## config.mk

```make
export PLATFORM = sky130hd
export DESIGN_NAME = note_sequencer
export DESIGN_NICKNAME = d
export VERILOG_FILES = /design/src/rtl/note_seq_pkg.sv /design/src/rtl/note_fifo.sv /design/src/rtl/note_sequencer.sv
export SDC_FILE = /design/constraint.sdc
export NUM_CORES = 1
export LEC_CHECK = 0
export ABC_AREA = 1
export CORE_MARGIN = 2
export CORE_UTILIZATION = 45
export CTS_CLUSTER_DIAMETER = 40
export CTS_CLUSTER_SIZE = 10
export DETAILED_ROUTE_END_ITERATION = 12
export GPL_ROUTABILITY_DRIVEN = 0
export PLACE_DENSITY = 0.61
export SLEW_MARGIN = 40
export SYNTH_ARGS = -nofsm -noshare
export SYNTH_HDL_FRONTEND = slang
export SYNTH_SLANG_ARGS = --single-unit
```

## constraint.sdc

```tcl
create_clock -name sys_clk -period 3.55 [get_ports sys_clk]
set_clock_uncertainty 0.1 [all_clocks]
set_input_delay 0.5325 -clock sys_clk [delete_from_list [all_inputs] [get_ports sys_clk]]
set_output_delay 0.5325 -clock sys_clk [all_outputs]
set_load 0.005 [all_outputs]
```

## src/rtl/note_seq_pkg.sv

```systemverilog
// Shared types and constants for the note sequencer: FSM states, rest tone, pair width.
package note_seq_pkg;

    typedef enum logic [1:0] {
        StIdle,
        StLoad,
        StPlay,
        StGap
    } state_e;

    localparam logic [7:0]  REST_TONE = 8'h00;
    localparam int unsigned PAIR_W    = 16;

endpackage

```

## src/rtl/note_fifo.sv

```systemverilog
// Synchronous FIFO of {tone, duration} pairs with simultaneous push/pop and flush.
module note_fifo
    import note_seq_pkg::*;
#(
    parameter int unsigned Depth = 16
) (
    input  logic              clk_i,
    input  logic              rst_ni,
    input  logic              flush_i,
    input  logic              push_i,
    input  logic [PAIR_W-1:0] wdata_i,
    input  logic              pop_i,
    output logic [PAIR_W-1:0] rdata_o,
    output logic              full_o,
    output logic              empty_o
);

    localparam int unsigned PtrW = (Depth > 1) ? $clog2(Depth) : 1;
    localparam int unsigned CntW = $clog2(Depth + 1);

    logic [PAIR_W-1:0] mem_q [Depth];
    logic [PtrW-1:0]   wr_ptr_q, rd_ptr_q;
    logic [CntW-1:0]   count_q;
    logic              do_push, do_pop;

    function automatic logic [PtrW-1:0] ptr_inc(input logic [PtrW-1:0] p);
        return (p == PtrW'(Depth - 1)) ? '0 : p + PtrW'(1);
    endfunction

    assign full_o  = (count_q == CntW'(Depth));
    assign empty_o = (count_q == '0);
    assign do_pop  = pop_i & ~empty_o;
    // A push into a full queue is accepted when a pop frees a slot in the same cycle.
    assign do_push = push_i & (~full_o | do_pop);
    assign rdata_o = mem_q[rd_ptr_q];

    always_ff @(posedge clk_i or negedge rst_ni) begin
        if (!rst_ni) begin
            wr_ptr_q <= '0;
            rd_ptr_q <= '0;
            count_q  <= '0;
        end else if (flush_i) begin
            wr_ptr_q <= '0;
            rd_ptr_q <= '0;
            count_q  <= '0;
        end else begin
            if (do_push) wr_ptr_q <= ptr_inc(wr_ptr_q);
            if (do_pop)  rd_ptr_q <= ptr_inc(rd_ptr_q);
            if (do_push && !do_pop)      count_q <= count_q + CntW'(1);
            else if (do_pop && !do_push) count_q <= count_q - CntW'(1);
        end
    end

    always_ff @(posedge clk_i) begin
        if (do_push && !flush_i) mem_q[wr_ptr_q] <= wdata_i;
    end

endmodule

```

## src/rtl/note_sequencer.sv

```systemverilog
// Assembles UART tone/duration byte pairs into a queue and plays them on a beeper,
// with ms-tick timing, pause, flush and an optional inter-note gap.
module note_sequencer
    import note_seq_pkg::*;
#(
    parameter int unsigned CLK_FREQ   = 12000000,
    parameter int unsigned UNIT_MS    = 10,
    parameter int unsigned FIFO_DEPTH = 16,
    parameter int unsigned GAP_MS     = 5
) (
    input  logic       sys_clk,
    input  logic       sys_rst_n,
    input  logic       uart_done,
    input  logic [7:0] uart_data,
    input  logic       pause,
    input  logic       flush,
    output logic       tone_en,
    output logic [7:0] music_tone,
    output logic       playing,
    output logic       fifo_full,
    output logic       overflow
);

    localparam int unsigned TickDiv = CLK_FREQ / 1000;
    localparam int unsigned TickW   = (TickDiv > 1) ? $clog2(TickDiv) : 1;
    localparam int unsigned DurW    = $clog2(255 * UNIT_MS + 1);
    localparam int unsigned GapW    = (GAP_MS > 0) ? $clog2(GAP_MS + 1) : 1;

    state_e              state_q, state_d;
    logic                phase_q;
    logic [7:0]          tone_byte_q;
    logic                pend_q;
    logic [PAIR_W-1:0]   pend_data_q;
    logic                overflow_q;
    logic [TickW-1:0]    tick_cnt_q, tick_cnt_d;
    logic [DurW-1:0]     dur_cnt_q, dur_cnt_d;
    logic [GapW-1:0]     gap_cnt_q, gap_cnt_d;
    logic [7:0]          music_tone_q, music_tone_d;
    logic                tone_en_q, tone_en_d;
    logic                tick;
    logic                fifo_pop, fifo_push, fifo_empty, fifo_full_w;
    logic [PAIR_W-1:0]   fifo_head;

    assign fifo_push = pend_q & (~fifo_full_w | fifo_pop);

    // Byte pairing: the completed pair is staged one cycle before it reaches the queue.
    always_ff @(posedge sys_clk or negedge sys_rst_n) begin
        if (!sys_rst_n) begin
            phase_q     <= 1'b0;
            tone_byte_q <= '0;
            pend_q      <= 1'b0;
            pend_data_q <= '0;
            overflow_q  <= 1'b0;
        end else if (flush) begin
            phase_q    <= 1'b0;
            pend_q     <= 1'b0;
            overflow_q <= 1'b0;
        end else begin
            pend_q     <= 1'b0;
            overflow_q <= pend_q & ~fifo_push;
            if (uart_done) begin
                if (!phase_q) begin
                    tone_byte_q <= uart_data;
                    phase_q     <= 1'b1;
                end else begin
                    phase_q <= 1'b0;
                    if (uart_data != 8'd0) begin
                        pend_q      <= 1'b1;
                        pend_data_q <= {tone_byte_q, uart_data};
                    end
                end
            end
        end
    end

    note_fifo #(
        .Depth (FIFO_DEPTH)
    ) u_fifo (
        .clk_i   (sys_clk),
        .rst_ni  (sys_rst_n),
        .flush_i (flush),
        .push_i  (fifo_push),
        .wdata_i (pend_data_q),
        .pop_i   (fifo_pop),
        .rdata_o (fifo_head),
        .full_o  (fifo_full_w),
        .empty_o (fifo_empty)
    );

    assign tick = ~pause & (tick_cnt_q == TickW'(TickDiv - 1));

    always_comb begin
        tick_cnt_d = tick_cnt_q;
        if (state_q == StLoad) tick_cnt_d = '0;
        else if (tick)         tick_cnt_d = '0;
        else if (!pause)       tick_cnt_d = tick_cnt_q + TickW'(1);
    end

    always_comb begin
        state_d      = state_q;
        music_tone_d = music_tone_q;
        dur_cnt_d    = dur_cnt_q;
        gap_cnt_d    = gap_cnt_q;
        fifo_pop     = 1'b0;
        unique case (state_q)
            StIdle: begin
                if (!fifo_empty && !pause) state_d = StLoad;
            end
            StLoad: begin
                fifo_pop     = 1'b1;
                music_tone_d = fifo_head[15:8];
                dur_cnt_d    = DurW'(fifo_head[7:0]) * DurW'(UNIT_MS);
                state_d      = StPlay;
            end
            StPlay: begin
                if (tick) begin
                    dur_cnt_d = dur_cnt_q - DurW'(1);
                    if (dur_cnt_q == DurW'(1)) begin
                        if (GAP_MS != 0) begin
                            state_d   = StGap;
                            gap_cnt_d = GapW'(GAP_MS);
                        end else begin
                            state_d = fifo_empty ? StIdle : StLoad;
                        end
                    end
                end
            end
            StGap: begin
                if (tick) begin
                    gap_cnt_d = gap_cnt_q - GapW'(1);
                    if (gap_cnt_q == GapW'(1)) state_d = fifo_empty ? StIdle : StLoad;
                end
            end
            default: state_d = StIdle;
        endcase
        if (flush) begin
            state_d      = StIdle;
            music_tone_d = REST_TONE;
            dur_cnt_d    = '0;
            gap_cnt_d    = '0;
            fifo_pop     = 1'b0;
        end
        tone_en_d = (state_d == StPlay) & (music_tone_d != REST_TONE) & ~pause;
    end

    always_ff @(posedge sys_clk or negedge sys_rst_n) begin
        if (!sys_rst_n) begin
            state_q      <= StIdle;
            tick_cnt_q   <= '0;
            dur_cnt_q    <= '0;
            gap_cnt_q    <= '0;
            music_tone_q <= REST_TONE;
            tone_en_q    <= 1'b0;
        end else begin
            state_q      <= state_d;
            tick_cnt_q   <= tick_cnt_d;
            dur_cnt_q    <= dur_cnt_d;
            gap_cnt_q    <= gap_cnt_d;
            music_tone_q <= music_tone_d;
            tone_en_q    <= tone_en_d;
        end
    end

    assign tone_en    = tone_en_q;
    assign music_tone = music_tone_q;
    assign playing    = (state_q != StIdle);
    assign fifo_full  = fifo_full_w;
    assign overflow   = overflow_q;

endmodule
```

After elaboration in Yosys (flattened, before gate mapping)
Memories as Yosys holds them, arrays and structs flattened.
Index checks and enable logic that the tools add are counted.
{"block": "word_totals", "regBits": 80, "latchBits": 0, "mem_bits_rw": 256, "mem_bits_ro": 0, "input_bits": 13, "out_inout_bits": 12, "wordCells": 118, "n_memories": 1}
{"memory": "u_fifo.mem_q", "depth": 16, "word_bits": 16, "read_ports": 1, "rd_ports_with_merged_regs": 0, "write_ports": 1, "line": "note_fifo.sv:21", "text": "logic [PAIR_W-1:0] mem_q [Depth];"}
{"block": "op_classes", "n_addsub": 7, "mul": 1, "n_div": 0, "order_cmp": 0, "eq_ne": 14, "shift": 0, "muxes": 42, "bitwise": 15, "n_reduce_logical": 24}
{"cell": "$mux W14", "n": 3}
{"cell": "$mux W12", "n": 2}
{"cell": "$mux W4", "n": 6}
{"cell": "$pmux W12 S2", "n": 1}
{"cell": "$mux W8", "n": 2}
{"cell": "$reduce_bool A8 Y1", "n": 2}
{"cell": "$mux W5", "n": 3}
{"cell": "$add A14 B1 Y14 const B", "n": 1}
{"cell": "$eq A14 B14 Y1 const B", "n": 1}
{"cell": "$mux W1", "n": 13}
{"cell": "$eq A12 B1 Y1 const B", "n": 1}
{"cell": "$mux W2", "n": 6}
{"cell": "$mux W3", "n": 4}
{"cell": "$sub A12 B1 Y12 const B", "n": 1}
{"cell": "$mul A8 B3 Y11 const B", "n": 1}
{"cell": "$ne A3 B3 Y1 const B", "n": 3}
{"cell": "$reduce_bool A3 Y1", "n": 3}
{"cell": "$add A4 B1 Y4 const B", "n": 2}
{"cell": "$eq A4 B4 Y1 const B", "n": 2}
{"cell": "$pmux W2 S4", "n": 1}
{"cell": "$reduce_and A4 Y1", "n": 2}
{"cell": "$reduce_bool A2 Y1", "n": 4}
{"cell": "$and A1 B1 Y1", "n": 7}
{"cell": "$eq A2 B2 Y1 const B", "n": 3}
{"cell": "other kinds (16)", "n": 29}

Depth between registers and ports, before layout
{"block": "depth", "ltp_word": 11, "ltp_mapped": 23, "depth_no_buf": 20}

Cells and area by module
A second synthesis with hierarchy kept.
{"block": "unflattened", "cells_unflattened": 1407, "hier_area_um2": 14878.0}
{"module": "note_fifo", "instances": 1, "cells_each": 894, "area_per_inst_um2": 11090.6}
{"module": "note_sequencer", "instances": 1, "cells_each": 513, "area_per_inst_um2": 3787.4}

Least setup slack after synthesis
OpenSTA, ideal clock, no wires.
{"block": "synth_path", "kind": "reg2reg", "startpoint": "register u_fifo.rd_ptr_q[0]", "endpoint": "register dur_cnt_q[10]", "arrival_ps": 3122, "t_required_ps": 3330, "path_slack_ps": 207, "path_stages_with_launch": 22, "synth_period_minus_slack_ps": 3343, "path_cell_list": "dfrtp_1 buf_6 buf_4 buf_4 buf_2 nor2_1 o22ai_1 o211ai_1 nand3_1 ha_1 ha_1 fa_1 nand2_1 inv_1 o21ai_0 nand2_1 nand2_1 nand2_1 a21oi_1 nor2_1 o21ai_1 nand2_1"}
{"block": "synth_between", "elab_chain_len": 4}
{"item": "from (decl)", "line": "note_fifo.sv:22", "text": "logic [PtrW-1:0] wr_ptr_q, rd_ptr_q;"}
{"item": "from (signal assigned)", "line": "note_fifo.sv:48", "text": "if (do_pop) rd_ptr_q <= ptr_inc(rd_ptr_q);"}
{"item": "$mem_v2 Z16 W16"}
{"item": "$mul A8 B3 Y11", "line": "note_sequencer.sv:112", "text": "dur_cnt_d = DurW'(fifo_head[7:0]) * DurW'(UNIT_MS);"}
{"item": "$pmux W12 S2", "line": "note_sequencer.sv:105", "text": "unique case (state_q)"}
{"item": "$mux W12", "line": "note_sequencer.sv:136", "text": "if (flush) begin"}
{"item": "to (signal assigned)", "line": "note_sequencer.sv:157", "text": "dur_cnt_q <= dur_cnt_d;"}
{"item": "to (decl)", "line": "note_sequencer.sv:36", "text": "logic [DurW-1:0] dur_cnt_q, dur_cnt_d;"}
Every way passes these cells.
A chain may end at the register's enable or synchronous reset.

Final worst setup path
{"block": "layout_path", "startpoint": "register u_fifo.rd_ptr_q[0]", "endpoint": "register dur_cnt_q[11]"}
The elaborated chain is that of the path after synthesis.

==> reports/qor.yml <==
status: "complete, no violations"
worstPathMaxFanout: 23
via_per_inst: 5.21
place_hpwl_um: 22200
synthCells: 1430
period_needed_ns: 3.30
hold_viol: 0
worst_pin_slew_ns: 0.742
vias: 10274
antenna_cells: 0
avgSynthCellArea_um2: 10.4
start_util_pct: 45.7
setup_viol: 0
wl_um: 35700
max_freq_ghz: 0.303
ys.flop_type: "edfxtp_1"
rows: 66
cts_tree: "done"
drcViolationCount: 0
reg2reg_depth: 19
clockRootBuffer: "clkbuf_16"
max_stage_delay_ns: 0.50
whs_endpoint: "pend_data_q[15]$_DFFE_PN0P_"
r2r_setup_slack_ns: 0.25
cp.arrival_ns: 3.62
min_from: "tone_byte_q[7]$_DFFE_PN0P_"
synth_seq_area_share_pct: 65.4
max_cap_viol_count: 0
grt_use_total_pct: 21.7
clock_latency_ns: 0.54
io_pins: 25
slowest_stage: "dfrtp_4"
synth_most_common_cell: "nand2_1"
numCtsBuffers: 47
grt_max_degree: 61
hold_class: "reg -> reg"
holdPathStages: 2
path_cells: "buf_12, buf_6, buf_4, o21ai_0, o221ai_1, nand3_1, nand3_1, ha_1, ha_1, a21oi_1, nand2_1, nand2_1, nand2_1, a21oi_2, nor2_1, o21ai_0, nand2_1, nand2_1, nand2_1"
period_share_pct: 93.0
die_h_um: 186
numClockSinks: 336
ys_ff_latch: 336
synth_area_um2: 14800
ys_top_cells_by_area: "edfxtp_1 52%, dfrtp_1 14%, nand2_1 9.8%, nor2_1 3.7%, o21ai_0 3.6%"
ys_top_cells_by_count: "387 x nand2_1, 256 x edfxtp_1, 148 x nor2_1, 136 x inv_1, 106 x o21ai_0"
routedWlPerCell_um: 18.1
leakagePower_nw: 7.01
detail-route-antenna-nets: 0
drive_gt1_share_pct: 10.3
synth_top_cell_area_share_pct: 51.9
grt_pass1_vias: 10217
worst_setup_path_end_kind: "flop"
firstDrtPassIters: 5
final_nets: 1538
syn-num-nets: 1471
die_w_um: 186
coreArea_um2: 32500
critPathLaunchType: "flop"
yosysWarnings: 0
synth_largest_area_cell: "edfxtp_1"
final.setup.tns_ns: 0
vdd_drop_max_uv: 439
async_reset_ff_share_pct: 23.8
ys_types: 42
rr_startpoint: "u_fifo.rd_ptr_q[0]$_DFFE_PN0P_"
crit_type: "reg -> reg"
fp.dieArea_um2: 34400
grt_pass1_wl_um: 56700
grt-ovfl-total: 0
clkTransAtPathRegs_ns: 0.05
cts_buffer_depth: 3
slew_headroom_pct: 50.6
port_buffers: 24
synth-edff-count: 256
timing.rr.end: "dur_cnt_q[11]$_DFFE_PN0P_"
worst_path_most_repeated_cell: "nand2_1"
slew_violations: 0
total_power_mw: 12.5
cp.required_ns: 3.87
cts_max_level: 2
power.density_nw_per_um2: 721
drt_iter0_drc: 844
antenna_found_initial: 0
syn_to_final_growth_pct: 16.4
## state kept, by name, indices dropped and copies added (netlist names)
register,cells
tick_cnt_q,14
phase_q,1
tone_en,1
music_tone,8
pend_q,1
gap_cnt_q,3
pend_data_q,16
u_fifo.wr_ptr_q,4
u_fifo.rd_ptr_q,4
overflow,1
u_fifo.mem_q,256
tone_byte_q,8
u_fifo.count_q,5
dur_cnt_q,12
state_q,2
## logic make-up (layout without fill, tap and decap cells)
kind of cell | Yosys count | in the layout | synth area share [%]
AOI/OAI and AO/OA | 199 | 199 | 7.60
xor gates and xnor gates | 12 | 12 | 0.709
adders and majority gates | 28 | 28 | 2.46
buffers and inverters | 199 | 299 | 5.87
DFF | 336 | 336 | 65.4
muxes | 1 | 1 | 0.0675
and+or+nand+nor | 655 | 655 | 17.9
## power breakdown
group | total, mW | internal [mW] | switching (mW)
Sequential | 5.08 | 4.67 | 0.410
Clock | 4.36 | 2.72 | 1.64
Combinational | 3.01 | 1.13 | 1.89
Total | 12.5 | 8.51 | 3.94
## worst max-delay path: cells and delay by family (launching register included)
| kind | cells | cell delay, ns |
|---|---|---|
| AO/OA/AOI/OAI | 5 | 0.73 |
| AND/OR/NAND/NOR | 9 | 0.69 |
| adder cells (fa/ha/maj) | 2 | 0.67 |
| flip-flops | 1 | 0.50 |
| buffers and inverters | 3 | 0.48 |
## what timing repair did
item	CTS	global route
resized for setup	0	11
setup endpoints to repair	0	4
hold buffers	0	1
hold endpoints to repair	0	55
setup buffers	0	1
## cells in the final DEF, fill, tap and decap left out, drive strengths merged, types with 5 or more instances in the layout
master,netlist,routed
nand3,94,94
edfxtp,256,256
inv,142,142
o22ai,26,26
ha,26,26
clkbuf,20,63
nor3,7,7
o221ai,9,9
nor4,5,5
clkinv,2,15
nand2,389,389
a21oi,19,19
xor2,10,10
o21ai,125,125
o211ai,8,8
nor2,156,156
clkdlybuf4s50,0,23
dfrtp,80,80
buf,35,49
## routing by layer
metal,vias to the layer above,track usage [%],wire [um],share of wire [%]
li1,4957,-,-,-
met1,4931,29.6,15400,43
met2,330,36.2,17000,48
met3,56,3.23,2390,6.7
met4,0,6.60,842,2.4
met5,-,0,0,0
## worst max-delay path by stage
| stage | startpoint | to | slack, ns | cells past startpoint |
|---|---|---|---|---|
| after floorplan | u_fifo.rd_ptr_q[0]$_DFFE_PN0P_ | dur_cnt_q[10]$_DFFE_PN0P_ | 0.21 | 21 |
| after global placement | u_fifo.rd_ptr_q[0]$_DFFE_PN0P_ | dur_cnt_q[10]$_DFFE_PN0P_ | 0.16 | 19 |
| after detailed placement | u_fifo.rd_ptr_q[0]$_DFFE_PN0P_ | dur_cnt_q[10]$_DFFE_PN0P_ | 0.09 | 19 |
| after CTS | u_fifo.rd_ptr_q[0]$_DFFE_PN0P_ | dur_cnt_q[10]$_DFFE_PN0P_ | 0.09 | 19 |
| after global routing | u_fifo.rd_ptr_q[0]$_DFFE_PN0P_ | dur_cnt_q[10]$_DFFE_PN0P_ | -0.01 | 21 |
| final | u_fifo.rd_ptr_q[0]$_DFFE_PN0P_ | dur_cnt_q[11]$_DFFE_PN0P_ | 0.25 | 19 |
## stage by stage
stage          cells  hold WS, ns  worst slack, ns  instance area, um^2  utilization, %
3_5_place_dp    1888        0.358           0.0916                15700            48.5
2_1_floorplan   1430        0.137            0.207                14800               -
5_1_grt         1972        0.405          -0.0126                17300            53.2
6_report        1972        0.362            0.248                17300            53.2
4_1_cts         1970      0.00661           0.0926                17200            53.0
3_3_place_gp    1888        0.365            0.156                15700            48.5
## final cells by class
cell class / instances / area [um^2]
inverters: 144 / 546
clock inverters: 19 / 163
multi-input cells: 895 / 4330
repair buffers: 73 / 666
clock buffers: 63 / 1310
flip-flops and latches: 336 / 9690
well taps: 442 / 553
fillers: 2832 / 15200
Power figures use the tool's default switching activity.
